$ cat src/rtl/controle_rolagem_if.sv
// ---------------------------------------------------------------------------
// controle_rolagem_if
// Signal bundle between the sign front panel (switches and key) and the
// scroll controller.
//   speed  [1:0] scroll period select, period = BASE_TICKS << speed
//   dir          0 = position increments, 1 = position decrements
//   pause        1 = automatic scrolling halted, single-step enabled
//   step_n       raw push-button, active-low, asynchronous
//   pos    [2:0] current scroll position
//   tick         one-cycle pulse, high in the cycle pos takes its new value
//   paused       registered copy of pause
// There is no valid/ready handshake on this bundle: tick is a pure
// qualifier. It is high for exactly one cycle together with the new pos,
// and the consumer has no way to stall it.
// master = panel side (drives the controls), slave = scroll controller.
// ---------------------------------------------------------------------------
interface controle_rolagem_if;
   logic [1:0] speed;
   logic       dir;
   logic       pause;
   logic       step_n;
   logic [2:0] pos;
   logic       tick;
   logic       paused;

   modport master (output speed, dir, pause, step_n,
                   input  pos, tick, paused);
   modport slave  (input  speed, dir, pause, step_n,
                   output pos, tick, paused);
endinterface

$ cat src/rtl/controle_rolagem.sv
// ---------------------------------------------------------------------------
// controle_rolagem
// Scroll controller for the 8-digit HEX sign. It produces the 3-bit scroll
// position from a clock-enable prescaler. It supports selectable speed,
// scroll direction, pause, and single-step from a debounced push-button.
// All logic runs on CLOCK_50; no derived clocks.
// Ports:
//   CLOCK_50  system clock, rising edge
//   reset     asynchronous, active-low reset
//   bus       controle_rolagem_if.slave (speed, dir, pause, step_n in;
//             pos, tick, paused out)
// ---------------------------------------------------------------------------
module controle_rolagem #(
   parameter int unsigned BASE_TICKS      = 12500000,
   parameter int unsigned DEBOUNCE_CYCLES = 1000000,
   parameter int unsigned POS_MAX         = 7
) (
   input  logic              CLOCK_50,
   input  logic              reset,
   controle_rolagem_if.slave bus
);
   // The prescaler must hold the longest period, BASE_TICKS << 3.
   localparam int unsigned   PW       = $clog2(BASE_TICKS * 8 + 1);
   localparam int unsigned   DW       = $clog2(DEBOUNCE_CYCLES + 1);
   localparam logic [2:0]    POS_LAST = 3'(POS_MAX);
   localparam logic [DW-1:0] DEB_LAST = DW'(DEBOUNCE_CYCLES - 1);

   logic [PW-1:0] presc_q, presc_d, period_last;
   logic [1:0]    speed_q;
   logic          speed_chg, presc_done, auto_adv, step_hon, adv;
   logic [2:0]    pos_q, pos_d;
   logic          tick_q, paused_q;
   logic          sync1_q, sync2_q;
   logic          deb_q, deb_d, deb_prev_q;
   logic [DW-1:0] dcnt_q, dcnt_d;
   logic          step_q, step_d;

   always_comb begin
      period_last = PW'((BASE_TICKS << speed_q) - 32'd1);
      speed_chg   = (bus.speed != speed_q);
      presc_done  = (presc_q == period_last);

      // Pause and a speed change both restart the period. A speed change
      // on the terminal-count cycle suppresses that cycle's advance.
      auto_adv = !bus.pause && !speed_chg && presc_done;
      if (bus.pause || speed_chg || presc_done) begin
         presc_d = '0;
      end else begin
         presc_d = presc_q + PW'(1);
      end

      // Step events are only meaningful while paused. Otherwise they are
      // dropped, because step_q lasts a single cycle.
      step_hon = step_q && bus.pause;
      adv      = auto_adv || step_hon;

      pos_d = pos_q;
      if (adv) begin
         if (bus.dir) begin
            pos_d = (pos_q == 3'd0) ? POS_LAST : pos_q - 3'd1;
         end else begin
            pos_d = (pos_q == POS_LAST) ? 3'd0 : pos_q + 3'd1;
         end
      end

      // Debouncer: accept a new level only after it has differed from the
      // accepted level for DEBOUNCE_CYCLES consecutive cycles.
      deb_d  = deb_q;
      dcnt_d = '0;
      if (sync2_q != deb_q) begin
         if (dcnt_q == DEB_LAST) begin
            deb_d = sync2_q;
         end else begin
            dcnt_d = dcnt_q + DW'(1);
         end
      end

      // Press = falling edge of the debounced level.
      step_d = deb_prev_q && !deb_q;
   end

   always_ff @(posedge CLOCK_50 or negedge reset) begin
      if (!reset) begin
         presc_q    <= '0;
         speed_q    <= 2'd0;
         pos_q      <= 3'd0;
         tick_q     <= 1'b0;
         paused_q   <= 1'b0;
         sync1_q    <= 1'b1;
         sync2_q    <= 1'b1;
         deb_q      <= 1'b1;
         deb_prev_q <= 1'b1;
         dcnt_q     <= '0;
         step_q     <= 1'b0;
      end else begin
         presc_q    <= presc_d;
         speed_q    <= bus.speed;
         pos_q      <= pos_d;
         tick_q     <= adv;
         paused_q   <= bus.pause;
         sync1_q    <= bus.step_n;
         sync2_q    <= sync1_q;
         deb_q      <= deb_d;
         deb_prev_q <= deb_q;
         dcnt_q     <= dcnt_d;
         step_q     <= step_d;
      end
   end

   assign bus.pos    = pos_q;
   assign bus.tick   = tick_q;
   assign bus.paused = paused_q;

endmodule

$ cat src/flat_wrapper.sv
// flat-port wrapper written by rule: the top's interface ports become plain ports
module controle_rolagem_flat 
#(
   parameter int unsigned BASE_TICKS      = 12500000,
   parameter int unsigned DEBOUNCE_CYCLES = 1000000,
   parameter int unsigned POS_MAX         = 7
)
  (CLOCK_50, reset, bus_speed, bus_dir, bus_pause, bus_step_n, bus_pos, bus_tick, bus_paused);
  controle_rolagem_if bus_i ();
  input  logic CLOCK_50;
  input  logic reset;
  input wire logic [$bits(bus_i.speed)-1:0] bus_speed;
  input wire logic [$bits(bus_i.dir)-1:0] bus_dir;
  input wire logic [$bits(bus_i.pause)-1:0] bus_pause;
  input wire logic [$bits(bus_i.step_n)-1:0] bus_step_n;
  output wire logic [$bits(bus_i.pos)-1:0] bus_pos;
  output wire logic [$bits(bus_i.tick)-1:0] bus_tick;
  output wire logic [$bits(bus_i.paused)-1:0] bus_paused;
  assign bus_i.speed = bus_speed;
  assign bus_i.dir = bus_dir;
  assign bus_i.pause = bus_pause;
  assign bus_i.step_n = bus_step_n;
  assign bus_pos = bus_i.pos;
  assign bus_tick = bus_i.tick;
  assign bus_paused = bus_i.paused;
  controle_rolagem #(.BASE_TICKS(BASE_TICKS), .DEBOUNCE_CYCLES(DEBOUNCE_CYCLES), .POS_MAX(POS_MAX)) u_core (.CLOCK_50(CLOCK_50), .reset(reset), .bus(bus_i));
endmodule
$ cat config.mk
export PLATFORM = sky130hd
export DESIGN_NAME = controle_rolagem_flat
export DESIGN_NICKNAME = d
export VERILOG_FILES = /design/src/rtl/controle_rolagem_if.sv /design/src/rtl/controle_rolagem.sv /design/src/flat_wrapper.sv
export SDC_FILE = /design/constraint.sdc
export NUM_CORES = 1
export LEC_CHECK = 0
export BUFFER_PORTS_ARGS = -buffer_cell sky130_fd_sc_hd__buf_2
export CAP_MARGIN = 20
export CORE_UTILIZATION = 60
export CTS_CLUSTER_SIZE = 10
export DETAILED_ROUTE_END_ITERATION = 10
export PLACE_DENSITY = 0.78
export SLEW_MARGIN = 20
export SYNTH_ARGS = -nofsm -noshare
export SYNTH_HDL_FRONTEND = slang
export SYNTH_SLANG_ARGS = --single-unit
$ cat constraint.sdc
create_clock -name CLOCK_50 -period 2.8 [get_ports CLOCK_50]
set_clock_uncertainty 0.2 [all_clocks]
set_input_delay 0.14 -clock CLOCK_50 [delete_from_list [all_inputs] [get_ports CLOCK_50]]
set_output_delay 0.14 -clock CLOCK_50 [all_outputs]
set_load 0.005 [all_outputs]
Yosys cells after proc, flatten, opt, wreduce, memory -nomap -nowiden
Index checks and enable logic that the tools add are counted.
{ "classes": {"n_addsub": 5, "n_mux": 6, "eq_ne": 5, "n_reduce_logical": 12, "shifts": 1} }
{ "op_table": {"columns": ["op", "n"], "rows": [
  ["20-bit two-way mux", 2],
  ["27-bit by 1-bit adder with 27-bit output, second input constant", 1],
  ["27-bit equality test", 1],
  ["27-bit two-way mux", 1],
  ["24-bit by 2-bit << shifter with 27-bit output, first input constant", 1],
  ["27-bit by 1-bit subtractor with 27-bit output, second input constant", 1],
  ["20-bit by 1-bit adder with 20-bit output, second input constant", 1],
  ["20-bit equality test, second input constant", 1],
  ["3-bit two-way mux", 3],
  ["1-bit logical AND", 4],
  ["3-bit by 1-bit adder with 3-bit output, second input constant", 1],
  ["3-bit equality test, second input constant", 1],
  ["1-bit logical NOT", 3],
  ["3-bit logical NOT", 1],
  ["1-bit logical OR", 3],
  ["3-bit by 1-bit subtractor with 3-bit output, second input constant", 1],
  ["2-bit != test", 1],
  ["2-bit AND reduction", 1],
  ["1-bit != test", 1]
]} }
{ "word_totals": {"inputBits": 7, "word_cells": 40, "output_inout_bits": 5, "ff_bits": 59} }

Logic depth before layout (Yosys ltp)
{ "logic_depth": {"depth_word": 5, "mapped_depth": 11} }

Worst setup path before layout
No wires, ideal clock.
{ "synth_path": {"path_kind": "register to register", "from": "register u_core.speed_q[0]", "to": "register u_core.presc_q[15]", "stages_incl_launch_ff": 12, "slack_ns": 0.233, "setup_ns": 0.120, "n_path_buf": 3, "arrival_time_ns": 2.247, "path_cell_list": "dfrtp_1 > buf_2 > or2_2 > ha_1 > xor2_1 > nand4_1 > nor4_1 > and4b_1 > a21o_1 > buf_4 > buf_6 > nor2_1"} }
{ "synth_between": {"elab_chain_len": 5, "elab_cells_between_ends": 7, "cone_classes": "add/sub: 1; eq/ne: 2; shift: 1; mux: 1; reduce/logical: 2"} }
{ "synth_rtl": {"columns": ["element", "line_no", "rtl"], "rows": [
  ["start: declaration", "controle_rolagem.sv:29", "logic [1:0] speed_q;"],
  ["start signal: assignment", "controle_rolagem.sv:97", "speed_q <= bus.speed;"],
  ["24-bit by 2-bit << shifter with 27-bit output", "controle_rolagem.sv:39", "period_last = PW'((BASE_TICKS << speed_q) - 32'd1);"],
  ["27-bit by 1-bit subtractor with 27-bit output", "controle_rolagem.sv:39", null],
  ["27-bit equality test", "controle_rolagem.sv:41", "presc_done = (presc_q == period_last);"],
  ["1-bit logical OR *", "controle_rolagem.sv:46", "if (bus.pause || speed_chg || presc_done) begin"],
  ["27-bit two-way mux *", "controle_rolagem.sv:46", null],
  ["net u_core.presc_d[15]", "controle_rolagem.sv:28", "logic [PW-1:0] presc_q, presc_d, period_last;"],
  ["end signal: assignment", "controle_rolagem.sv:96", "presc_q <= presc_d;"],
  ["end: declaration", "controle_rolagem.sv:28", null]
]} }
Mark *: on every way through the listed nets, which the timed path passes. The rest lies on a longest branch.
A chain may end at the register's enable or synchronous reset.

Worst setup path in the final report
{ "layout_path": {"from": "register u_core.speed_q[1]", "to": "register u_core.presc_q[9]"} }
The elaborated chain is that of the path after synthesis.

==> impl_metrics.csv <==
group,metric,value,unit
run_status,outcome,"finished, final reports clean",
setup_path,worstPathRequired,2.82,ns
pwr,seq_power_share,47.4,%
setup_path,cp_max_fo,6,
pwr,ir_drop,0.0004401,V
setup_path,cp-end-kind,"flop",
cts,h-tree-depth,3,
pwr,combPwrFrac,4.7,%
sta,rsz0062_at_grt,"no",
die,die_h,73.28,um
setup_path,r2r-start,"u_core.speed_q[1]",
cts,cts_buffer_depth,2,
sta,fin_crit_sh,92.52,%
cts,cts_setup_buffers,0,
cts,cts_buffers,9,
cts,cts_resized,0,
placed_design,place_hpwl,4.251,mm
synth,synth.top_cells.by_count,"nor2_1, dfrtp_1, nand2_1, xnor2_1, xor2_1",
synth,syn_inst,323,
die,initial_core_util,63.27,%
detailed_routing,routed_wl,6.331,mm
synth,ys_seq_area_share,48.60,%
sta,post-route-min-period,2.591,ns
placed_design,place_ws,0.2451,ns
pwr,power,1.835,mW
synth,synth_warnings,0,
layout,multi_input_area,1469,um^2
layout,antenna_cells,0,
cts,clk_pin_slew,0.07,ns
detailed_routing,drtAntennaViolNets,0,
synth,synthTopCellsByArea,"dfrtp_1, nor2_1, xnor2_1, xor2_1, dfstp_2",
setup_path,start_kind,"flop",
hold_path,hp-class,"input port to async pin",
grt,track_usage,27.01,%
detailed_routing,viasPerCell,5.596,
setup_path,rr_endpoint,"u_core.presc_q[9]",
placed_design,portBuffers,11,
pwr,leakage,1.454,nW
cts,insertion_delay,0.34,ns
layout,nets,365,
setup_path,reg2reg_slack,0.21,ns
detailed_routing,post_drt_wl_per_cell,14.97,um
setup_path,crit_arrival,2.61,ns
sta,timing.final.ws_setup,0.2094,ns
synth,synthMostInstantiatedCell,"nor2_1",
grt,grt_max_degree,24,
synth,synth_ff_type,"dfrtp_1",
detailed_routing,route.detailed.drc,0,
grt,antenna_found_initial,0,
cts,clock_sink_count,59,
die,rows,25,
synth,yosysTopAreaCellShare,45.16,%
synth,synth_top_cell_by_area,"dfrtp_1",
grt,grt_pass1_wl,10.64,mm
sta,max_slew.worst_pin.slew,0.5114,ns
detailed_routing,drt_iter0_drc,158,
pwr,clock_power_share,48.0,%
cts,cts_root_buffer,"clkbuf_8",
pwr,power_density,525.2,nW/um^2
sta,fin_tns_setup,0,ns
pwr,switchingPower,391.4,uW
setup_path,reg2reg_depth,9,
pwr,internal_power,1.444,mW
cts,cts_tree,"done",
sta,fmax,386.0,MHz
synth,synth_edf_count,0,
pwr,p_sw_share,21.32,%
sta,setup-violations-final,0,
setup_path,worstSetupPathType,"flop to flop",
die,core,4817,um^2
detailed_routing,via_count,2367,
synth,syn_nets,337,
grt,gr-total-overflow,0,
synth,async_flop_share,100.0,%
synth,synth.avg_cell_area,9.436,um^2
layout,area_growth,14.66,%
layout,fillCellCount,375,
synth,synth_area,3048,um^2
synth,ys_types,40,
job,cap_violations,0,
sta,relSlewSlack,65.64,%
sta,slew_viol_final,0,
layout,drive_gt1_share,11.52,%
die,die_w,73.28,um
die,io_pins,12,
synth,ys_ff_latch,59,
die,dieArea,5369,um^2
sta,hold_viol_final,0,
detailed_routing,dr.pass1.iters,5,
placed_design,gp_congestion,0.8617,
grt,grt_pass1_vias,2358,
layout,seq_area,1481,um^2
cells by family after synthesis:
group	after synthesis	share of synthesized area (%)
AOI/OAI and AO/OA	21	4.516
and+or+nand+nor	166	25.99
xor gates and xnor gates	48	13.79
DFF	59	48.60
muxes	3	1.026
adders and majority gates	7	2.873
buffers and inverters	19	3.202
stage by stage:
| step | hold slack [ns] | util [%] | instances | cell area, um^2 |
|---|---|---|---|---|
| after floorplan | -0.3556 | - | 323 | 3048 |
| after global placement | -0.1077 | 66.57 | 401 | 3207 |
| after detailed placement | -0.1041 | 66.57 | 401 | 3207 |
| after CTS | 0.07134 | 72.55 | 423 | 3495 |
| after global routing | 0.1031 | 72.55 | 423 | 3495 |
| final | 0.07246 | 72.55 | 423 | 3495 |
layer usage:
layer / share of wire (%) / GRT usage, % / wire, um
met1: 44 / 32.16 / 2772
met3: 5.3 / 10.56 / 335
met5: 0 / 0 / 0
met4: 0.71 / 9.368 / 45
met2: 50 / 44.55 / 3177
area by class of cell:
| class | instances | area share [%] |
|---|---|---|
| tap | 67 | 2.399 |
| clock inverter | 4 | 2.077 |
| timing repair buffer | 26 | 5.585 |
| clock buffer | 12 | 4.440 |
| multi-input combinational | 245 | 42.03 |
| sequential | 59 | 42.39 |
| inverter | 10 | 1.074 |
cell usage in the layout, fill, tap and decap left out, drive strengths merged, types with 2 or more instances in the layout:
cell,count
bufinv,2
xnor2,26
inv,10
o22ai,3
a21oi,5
and3,6
clkbuf,12
a31oi,5
dlygate4sd3,6
nand3,18
xor2,22
dfrtp,55
nor2,68
nand2,26
and2,2
nor2b,6
o21ai,2
or3,3
nor4,2
dfstp,4
mux2i,2
nand3b,2
ha,7
nor3,8
nand4,11
buf,20
nand2b,6
and4,3
power groups by stage:
| stage | clock, mW | sequential, mW | combinational [mW] |
|---|---|---|---|
| after global routing | 0.935 | 0.870 | 0.0966 |
| after CTS | 0.892 | 0.869 | 0.0866 |
| final | 0.881 | 0.869 | 0.0854 |
| after global placement | 0 | 0.883 | 0.0780 |
| after detailed placement | 0 | 0.884 | 0.0797 |
| after floorplan | 0 | 0.882 | 0.0426 |
flip-flops by register name, indices dropped and copies added, names as in the netlist, 2 cells and up:
name / flops
u_core.presc_q: 27
u_core.dcnt_q: 20
u_core.bus.pos: 3
u_core.speed_q: 2
worst max-delay path: stages (launching register included):
cell and delay, ns:
dfrtp_1 0.44, or2_2 0.33, ha_1 0.31, xor2_1 0.13, nand4_1 0.10, nor4_1 0.25
and4b_1 0.29, a21o_1 0.20, buf_4 0.17, nor2_1 0.06
worst max path at each step:
stage               cells after the start  slack, ns            endpoint              start
floorplan                              11       0.23  u_core.presc_q[15]  u_core.speed_q[0]
global placement                        8       0.30   u_core.bus.pos[1]  u_core.speed_q[1]
detailed placement                      9       0.25   u_core.presc_q[9]  u_core.speed_q[1]
CTS                                     9       0.23   u_core.presc_q[9]  u_core.speed_q[1]
global route                            8       0.06   u_core.bus.pos[1]  u_core.speed_q[1]
finish                                  9       0.21   u_core.presc_q[9]  u_core.speed_q[1]
what timing repair did:
action | 4_1_cts | 5_1_grt
setup endpoints to repair | 0 | 0
hold buffers | 6 | 0
hold endpoints to repair | 62 | 0
No activity file was read; power rests on OpenSTA's default activity.
